$ cat config.mk
export PLATFORM = sky130hd
export DESIGN_NAME = dmem_arbiter
export DESIGN_NICKNAME = d
export VERILOG_FILES = /design/src/rtl/dmem_arbiter.sv
export SDC_FILE = /design/constraint.sdc
export NUM_CORES = 1
export LEC_CHECK = 0
export BUFFER_PORTS_ARGS = -buffer_cell sky130_fd_sc_hd__buf_4
export CORE_MARGIN = 2
export CORE_UTILIZATION = 35
export DETAILED_ROUTE_END_ITERATION = 8
export HOLD_SLACK_MARGIN = 0.12
export PLACE_DENSITY = 0.67
export SLEW_MARGIN = 10
export SYNTH_ARGS = -nofsm -noshare
export SYNTH_HDL_FRONTEND = slang
export SYNTH_SLANG_ARGS = --single-unit
$ cat constraint.sdc
create_clock -name clk -period 2.1 [get_ports clk]
set_clock_uncertainty 0.1 [all_clocks]
set_input_delay 0.42 -clock clk [delete_from_list [all_inputs] [get_ports clk]]
set_output_delay 0.42 -clock clk [all_outputs]
set_load 0.005 [all_outputs]
$ cat src/rtl/dmem_arbiter.sv
// dmem_arbiter: two-port arbiter and sequencer in front of the single-ported
// data memory. Port 0 is the core load/store unit and port 1 is an auxiliary
// master (debug or DMA loader). A 3-state FSM (IDLE -> ISSUE -> RESP)
// serialises the accesses. Load data is registered back to the port that won.
//
// Request handshake: a requester raises reqN together with a stable payload
// and holds both until it sees gntN. The payload is latched when arbitration
// happens in IDLE. gntN is a one-cycle pulse in ISSUE, and rvalidN is a
// one-cycle pulse in RESP, which occurs only for loads. If a requester drops
// reqN before arbitration, it gets no access. A request that has already been
// latched always completes.
//
// Optional build macro: DMEM_ARB_FIXED_PRIO_EN. When it is defined, port 0
// always wins a tie. When it is undefined, ties are broken round-robin using
// the last winner.
module dmem_arbiter #(
   parameter int DM_ADDRESS = 9,
   parameter int DATA_W     = 32
) (
   input  logic                  clk,
   input  logic                  rst_n,
   // port 0 (core)
   input  logic                  req0,
   input  logic                  we0,
   input  logic [DM_ADDRESS-1:0] addr0,
   input  logic [DATA_W-1:0]     wdata0,
   input  logic [2:0]            funct3_0,
   output logic                  gnt0,
   output logic                  rvalid0,
   output logic [DATA_W-1:0]     rdata0,
   // port 1 (auxiliary)
   input  logic                  req1,
   input  logic                  we1,
   input  logic [DM_ADDRESS-1:0] addr1,
   input  logic [DATA_W-1:0]     wdata1,
   input  logic [2:0]            funct3_1,
   output logic                  gnt1,
   output logic                  rvalid1,
   output logic [DATA_W-1:0]     rdata1,
   // data memory side
   output logic                  MemRead,
   output logic                  MemWrite,
   output logic [DM_ADDRESS-1:0] a,
   output logic [DATA_W-1:0]     wd,
   output logic [2:0]            Funct3,
   input  logic [DATA_W-1:0]     rd,
   output logic                  busy
);

   typedef enum logic [1:0] {
      IDLE  = 2'd0,
      ISSUE = 2'd1,
      RESP  = 2'd2
   } state_t;

   state_t                state_q,     state_d;
   logic                  last_q,      last_d;
   logic                  lat_we_q,    lat_we_d;
   logic                  lat_id_q,    lat_id_d;
   logic                  gnt0_q,      gnt0_d;
   logic                  gnt1_q,      gnt1_d;
   logic                  rvalid0_q,   rvalid0_d;
   logic                  rvalid1_q,   rvalid1_d;
   logic [DATA_W-1:0]     rdata0_q,    rdata0_d;
   logic [DATA_W-1:0]     rdata1_q,    rdata1_d;
   logic                  mem_read_q,  mem_read_d;
   logic                  mem_write_q, mem_write_d;
   logic [DM_ADDRESS-1:0] a_q,         a_d;
   logic [DATA_W-1:0]     wd_q,        wd_d;
   logic [2:0]            funct3_q,    funct3_d;
   logic                  busy_q,      busy_d;

   // Winner of the current arbitration: 0 = port 0, 1 = port 1.
   logic                  win;
   logic                  win_we;

   // Pick the winner among the live requests.
   always_comb begin
      win = 1'b0;
`ifdef DMEM_ARB_FIXED_PRIO_EN
      // Port 0 takes every tie. last_q is not used here.
      if (!req0 && req1) begin
         win = 1'b1;
      end
`else
      // On a tie, the port that did not win last time gets the access.
      if (req0 && req1) begin
         win = ~last_q;
      end else if (req1) begin
         win = 1'b1;
      end
`endif
      win_we = win ? we1 : we0;
   end

   // Next-state and next-output logic for the sequencer.
   // All outputs are registered, so they change on the edge that enters the
   // state where they apply.
   always_comb begin
      state_d     = state_q;
      last_d      = last_q;
      lat_we_d    = lat_we_q;
      lat_id_d    = lat_id_q;
      gnt0_d      = 1'b0;
      gnt1_d      = 1'b0;
      rvalid0_d   = 1'b0;
      rvalid1_d   = 1'b0;
      rdata0_d    = rdata0_q;
      rdata1_d    = rdata1_q;
      mem_read_d  = 1'b0;
      mem_write_d = 1'b0;
      a_d         = a_q;
      wd_d        = wd_q;
      funct3_d    = funct3_q;
      busy_d      = busy_q;

      case (state_q)
         IDLE: begin
            if (req0 || req1) begin
               // Latch the winning payload. From this point, changes made by
               // the requester are ignored.
               lat_we_d    = win_we;
               lat_id_d    = win;
               last_d      = win;
               a_d         = win ? addr1    : addr0;
               wd_d        = win ? wdata1   : wdata0;
               funct3_d    = win ? funct3_1 : funct3_0;
               mem_write_d = win_we;
               mem_read_d  = ~win_we;
               gnt0_d      = ~win;
               gnt1_d      = win;
               busy_d      = 1'b1;
               state_d     = ISSUE;
            end else begin
               busy_d      = 1'b0;
            end
         end

         ISSUE: begin
            if (!lat_we_q) begin
               // Memory read data is valid during this cycle. Capture it for
               // the port that owns the access.
               if (lat_id_q) begin
                  rdata1_d  = rd;
                  rvalid1_d = 1'b1;
               end else begin
                  rdata0_d  = rd;
                  rvalid0_d = 1'b1;
               end
               busy_d  = 1'b1;
               state_d = RESP;
            end else begin
               busy_d  = 1'b0;
               state_d = IDLE;
            end
         end

         RESP: begin
            busy_d  = 1'b0;
            state_d = IDLE;
         end

         default: begin
            busy_d  = 1'b0;
            state_d = IDLE;
         end
      endcase
   end

   // State and output registers. On reset, last = 1 so that port 0 wins the
   // first tie.
   always_ff @(posedge clk or negedge rst_n) begin
      if (!rst_n) begin
         state_q     <= IDLE;
         last_q      <= 1'b1;
         lat_we_q    <= 1'b0;
         lat_id_q    <= 1'b0;
         gnt0_q      <= 1'b0;
         gnt1_q      <= 1'b0;
         rvalid0_q   <= 1'b0;
         rvalid1_q   <= 1'b0;
         rdata0_q    <= '0;
         rdata1_q    <= '0;
         mem_read_q  <= 1'b0;
         mem_write_q <= 1'b0;
         a_q         <= '0;
         wd_q        <= '0;
         funct3_q    <= '0;
         busy_q      <= 1'b0;
      end else begin
         state_q     <= state_d;
         last_q      <= last_d;
         lat_we_q    <= lat_we_d;
         lat_id_q    <= lat_id_d;
         gnt0_q      <= gnt0_d;
         gnt1_q      <= gnt1_d;
         rvalid0_q   <= rvalid0_d;
         rvalid1_q   <= rvalid1_d;
         rdata0_q    <= rdata0_d;
         rdata1_q    <= rdata1_d;
         mem_read_q  <= mem_read_d;
         mem_write_q <= mem_write_d;
         a_q         <= a_d;
         wd_q        <= wd_d;
         funct3_q    <= funct3_d;
         busy_q      <= busy_d;
      end
   end

   assign gnt0     = gnt0_q;
   assign gnt1     = gnt1_q;
   assign rvalid0  = rvalid0_q;
   assign rvalid1  = rvalid1_q;
   assign rdata0   = rdata0_q;
   assign rdata1   = rdata1_q;
   assign MemRead  = mem_read_q;
   assign MemWrite = mem_write_q;
   assign a        = a_q;
   assign wd       = wd_q;
   assign Funct3   = funct3_q;
   assign busy     = busy_q;

endmodule

==> flow_summary.ini <==
[timing]
drv_slew = 0
worst_pin_slew_ns = 0.465
setup_violations = 0
period_needed_ns = 1.88
finalHoldViolCount = 0
relSlewSlack_pct = 69.0
fin_crit_sh_pct = 89.7
fmax_ghz = 0.531
setup_tns_ns = 0
rsz0062_at_grt = false

[logic_synthesis]
synth_edf_count = 0
synth_area_um2 = 4870
synth_ff_type = dfrtp_1
avgSynthCellArea_um2 = 15.5
synthCells = 315
ys_ff_latch = 120
synth-seq-area-share_pct = 61.7
syn-num-nets = 441
ys_warn_count = 0
yosysUniqueCellTypes = 25
async_reset_ff_share_pct = 100

[place]
dp_cells = 723
place.gp.congestion = 0.759
hpwl_um = 9510
io_buffers = 240

[floorplan]
coreArea_um2 = 13700
die_h_um = 122
die_area_um2 = 14900
rows = 43
ios = 241
die_w_um = 122
initial_core_util_pct = 35.5

[clocking]
cts_max_level = 4
clock_sinks = 120
cts_root_buf = clkbuf_16
cts.path.max_buffers = 2
clk_pin_slew_ns = 0.06
cts_tree = yes
post_cts_buffers = 0
clk_latency_ns = 0.40
cts_made_buffers = 17

[pwr]
internal_power_w = 0.00828
power_frac_seq_pct = 35.8
p_clk_share_pct = 23.6
vdd_drop_max_mv = 0.567
powerDensity_nw_per_um2 = 1560
power_leakage_nw = 3.79
total_power_w = 0.0116
p_switching_w = 0.00337
combPwrFrac_pct = 40.7
swShare_pct = 28.9

[worst_setup_path]
crit_required_ns = 2.34
end_kind = register
arrival_ns = 2.12
critPathMaxFanout = 35
crit_type = reg -> reg
rr_worst_depth = 4
critPathLaunchType = register

[layout]
syn2layout_area_growth_pct = 53.7
diodes = 0
final_nets = 689
fillCellCount = 1157
drive_above_1_share_pct = 62.3
stdcell_count = 753

[global_route]
antenna_found_initial = 0
grt_max_degree = 46
grt_pass1_vias = 3790
grt_usage_pct = 17.0
grt_pass1_wl_um = 19300
grt-ovfl-total = 0

[route]
avgRoutedWirePerCell_um = 16.8
drtAntennaViolNets = 0
first_pass_iters = 4
via_count = 3628
dr.first_iter.drc_count = 173
via_per_inst = 4.82
wirelength_um = 12700
drc_errors = 0

[worst_hold_path]
hp-class = in -> reg
holdPathStages = 2

[job]
cap_violations = 0

[status]
status = complete, no violations
-- path summary, 6_finish.rpt --
path	from	slack (ns)	to
worst max-delay path	state_q[0]$_DFFE_PN0P_	0.22	wd[7]$_DFFE_PN0P_
worst min-delay path	wdata0[10]	0.14	wd[10]$_DFFE_PN0P_
worst max register to register	state_q[0]$_DFFE_PN0P_	0.22	wd[7]$_DFFE_PN0P_
worst min register to register	rdata0[9]$_DFFE_PN0P_	0.40	rdata0[9]$_DFFE_PN0P_
max in group asynchronous	rst_n	0.87	last_q$_DFFE_PN1P_
min in group asynchronous	rst_n	0.37	rdata1[19]$_DFFE_PN0P_
-- synth_stat cells (3+ instances only) --
library cell	instances	area (um2)
dfrtp_1	119	2980
and3_1	42	263
a221o_1	41	410
mux2_2	41	462
mux2_4	29	435
buf_2	10	50.1
clkbuf_1	7	26.3
buf_12	3	60.1
buf_4	3	22.5
-- layer usage --
layer	wire [um]	up-vias	GRT usage (%)
li1	-	1675	-
met2	6340	172	29.1
met4	60	0	4.81
met5	0	-	0
met1	5150	1775	20.2
met3	1120	6	5.99
-- cell families (layout without fill, tap and decap cells) --
family | after synthesis | in the layout | synth area share (%)
DFF | 120 | 120 | 61.7
muxes | 72 | 72 | 18.8
and+or+nand+nor | 51 | 51 | 6.65
AOI/OAI and AO/OA | 45 | 45 | 9.14
buffers and inverters | 27 | 285 | 3.72
-- worst max-delay path, cell delays in order (launching register included) --
cell	delay, ns
dfrtp_1	0.39
nor2_2	0.40
and3_1	0.50
buf_12	0.24
a221o_1	0.18
-- cells in the final DEF, fill, tap and decap left out, drive strengths merged --
| master | instances |
|---|---|
| dlygate4sd3 | 1 |
| and3 | 42 |
| buf | 252 |
| a21boi | 1 |
| o21ai | 1 |
| mux2i | 2 |
| nand2b | 1 |
| a21o | 2 |
| dfrtp | 119 |
| nor2 | 3 |
| a221o | 41 |
| inv | 2 |
| or3b | 1 |
| clkinvlp | 1 |
| and2 | 3 |
| nand2 | 1 |
| bufinv | 2 |
| clkinv | 6 |
| mux2 | 70 |
| dfstp | 1 |
| clkbuf | 21 |
-- layout make-up --
type                    count  area, um2  share of cell area (%)
flip-flops and latches    120       3000                    40.1
inverters                   3       11.3                   0.150
clock buffers              21        460                    6.15
well taps                 180        225                    3.01
clock inverters             8        100                    1.34
repair buffers            253       1990                    26.6
multi-input cells         168       1700                    22.7
-- per-stage QoR --
step	util, %	cell area (um2)	setup slack (ns)	hold slack [ns]
final	54.6	7490	0.216	0.142
after global routing	54.6	7490	0.122	0.124
after CTS	54.6	7490	0.233	0.123
after detailed placement	50.4	6920	0.246	0.249
after global placement	50.4	6920	0.304	0.250
after floorplan	-	4870	0.355	0.0244
-- timing repair --
item                                    CTS  global route
endpoints found under the hold margin    22             0
hold buffers                              1             0
gates resized for setup                   0             0
endpoints found under the setup margin    0             0
-- registers in the layout, summed over array words and instances (netlist names) --
register	cells
state_q	2
rvalid1	1
rdata0	32
busy	1
last_q	1
rdata1	32
Funct3	3
gnt0	1
lat_we_q	1
wd	32
gnt1	1
MemRead	1
MemWrite	1
lat_id_q	1
a	9
rvalid0	1
-- power groups by stage --
stage / Clock, W / Sequential (W) / Combinational (W)
3_3_place_gp: 0 / 0.00416 / 0.00469
5_1_grt: 0.00294 / 0.00431 / 0.00512
3_5_place_dp: 0 / 0.00418 / 0.00481
2_1_floorplan: 0 / 0.00416 / 0.00229
4_1_cts: 0.00282 / 0.00418 / 0.00479
6_report: 0.00275 / 0.00416 / 0.00474
(Power assumes the default switching activity.)
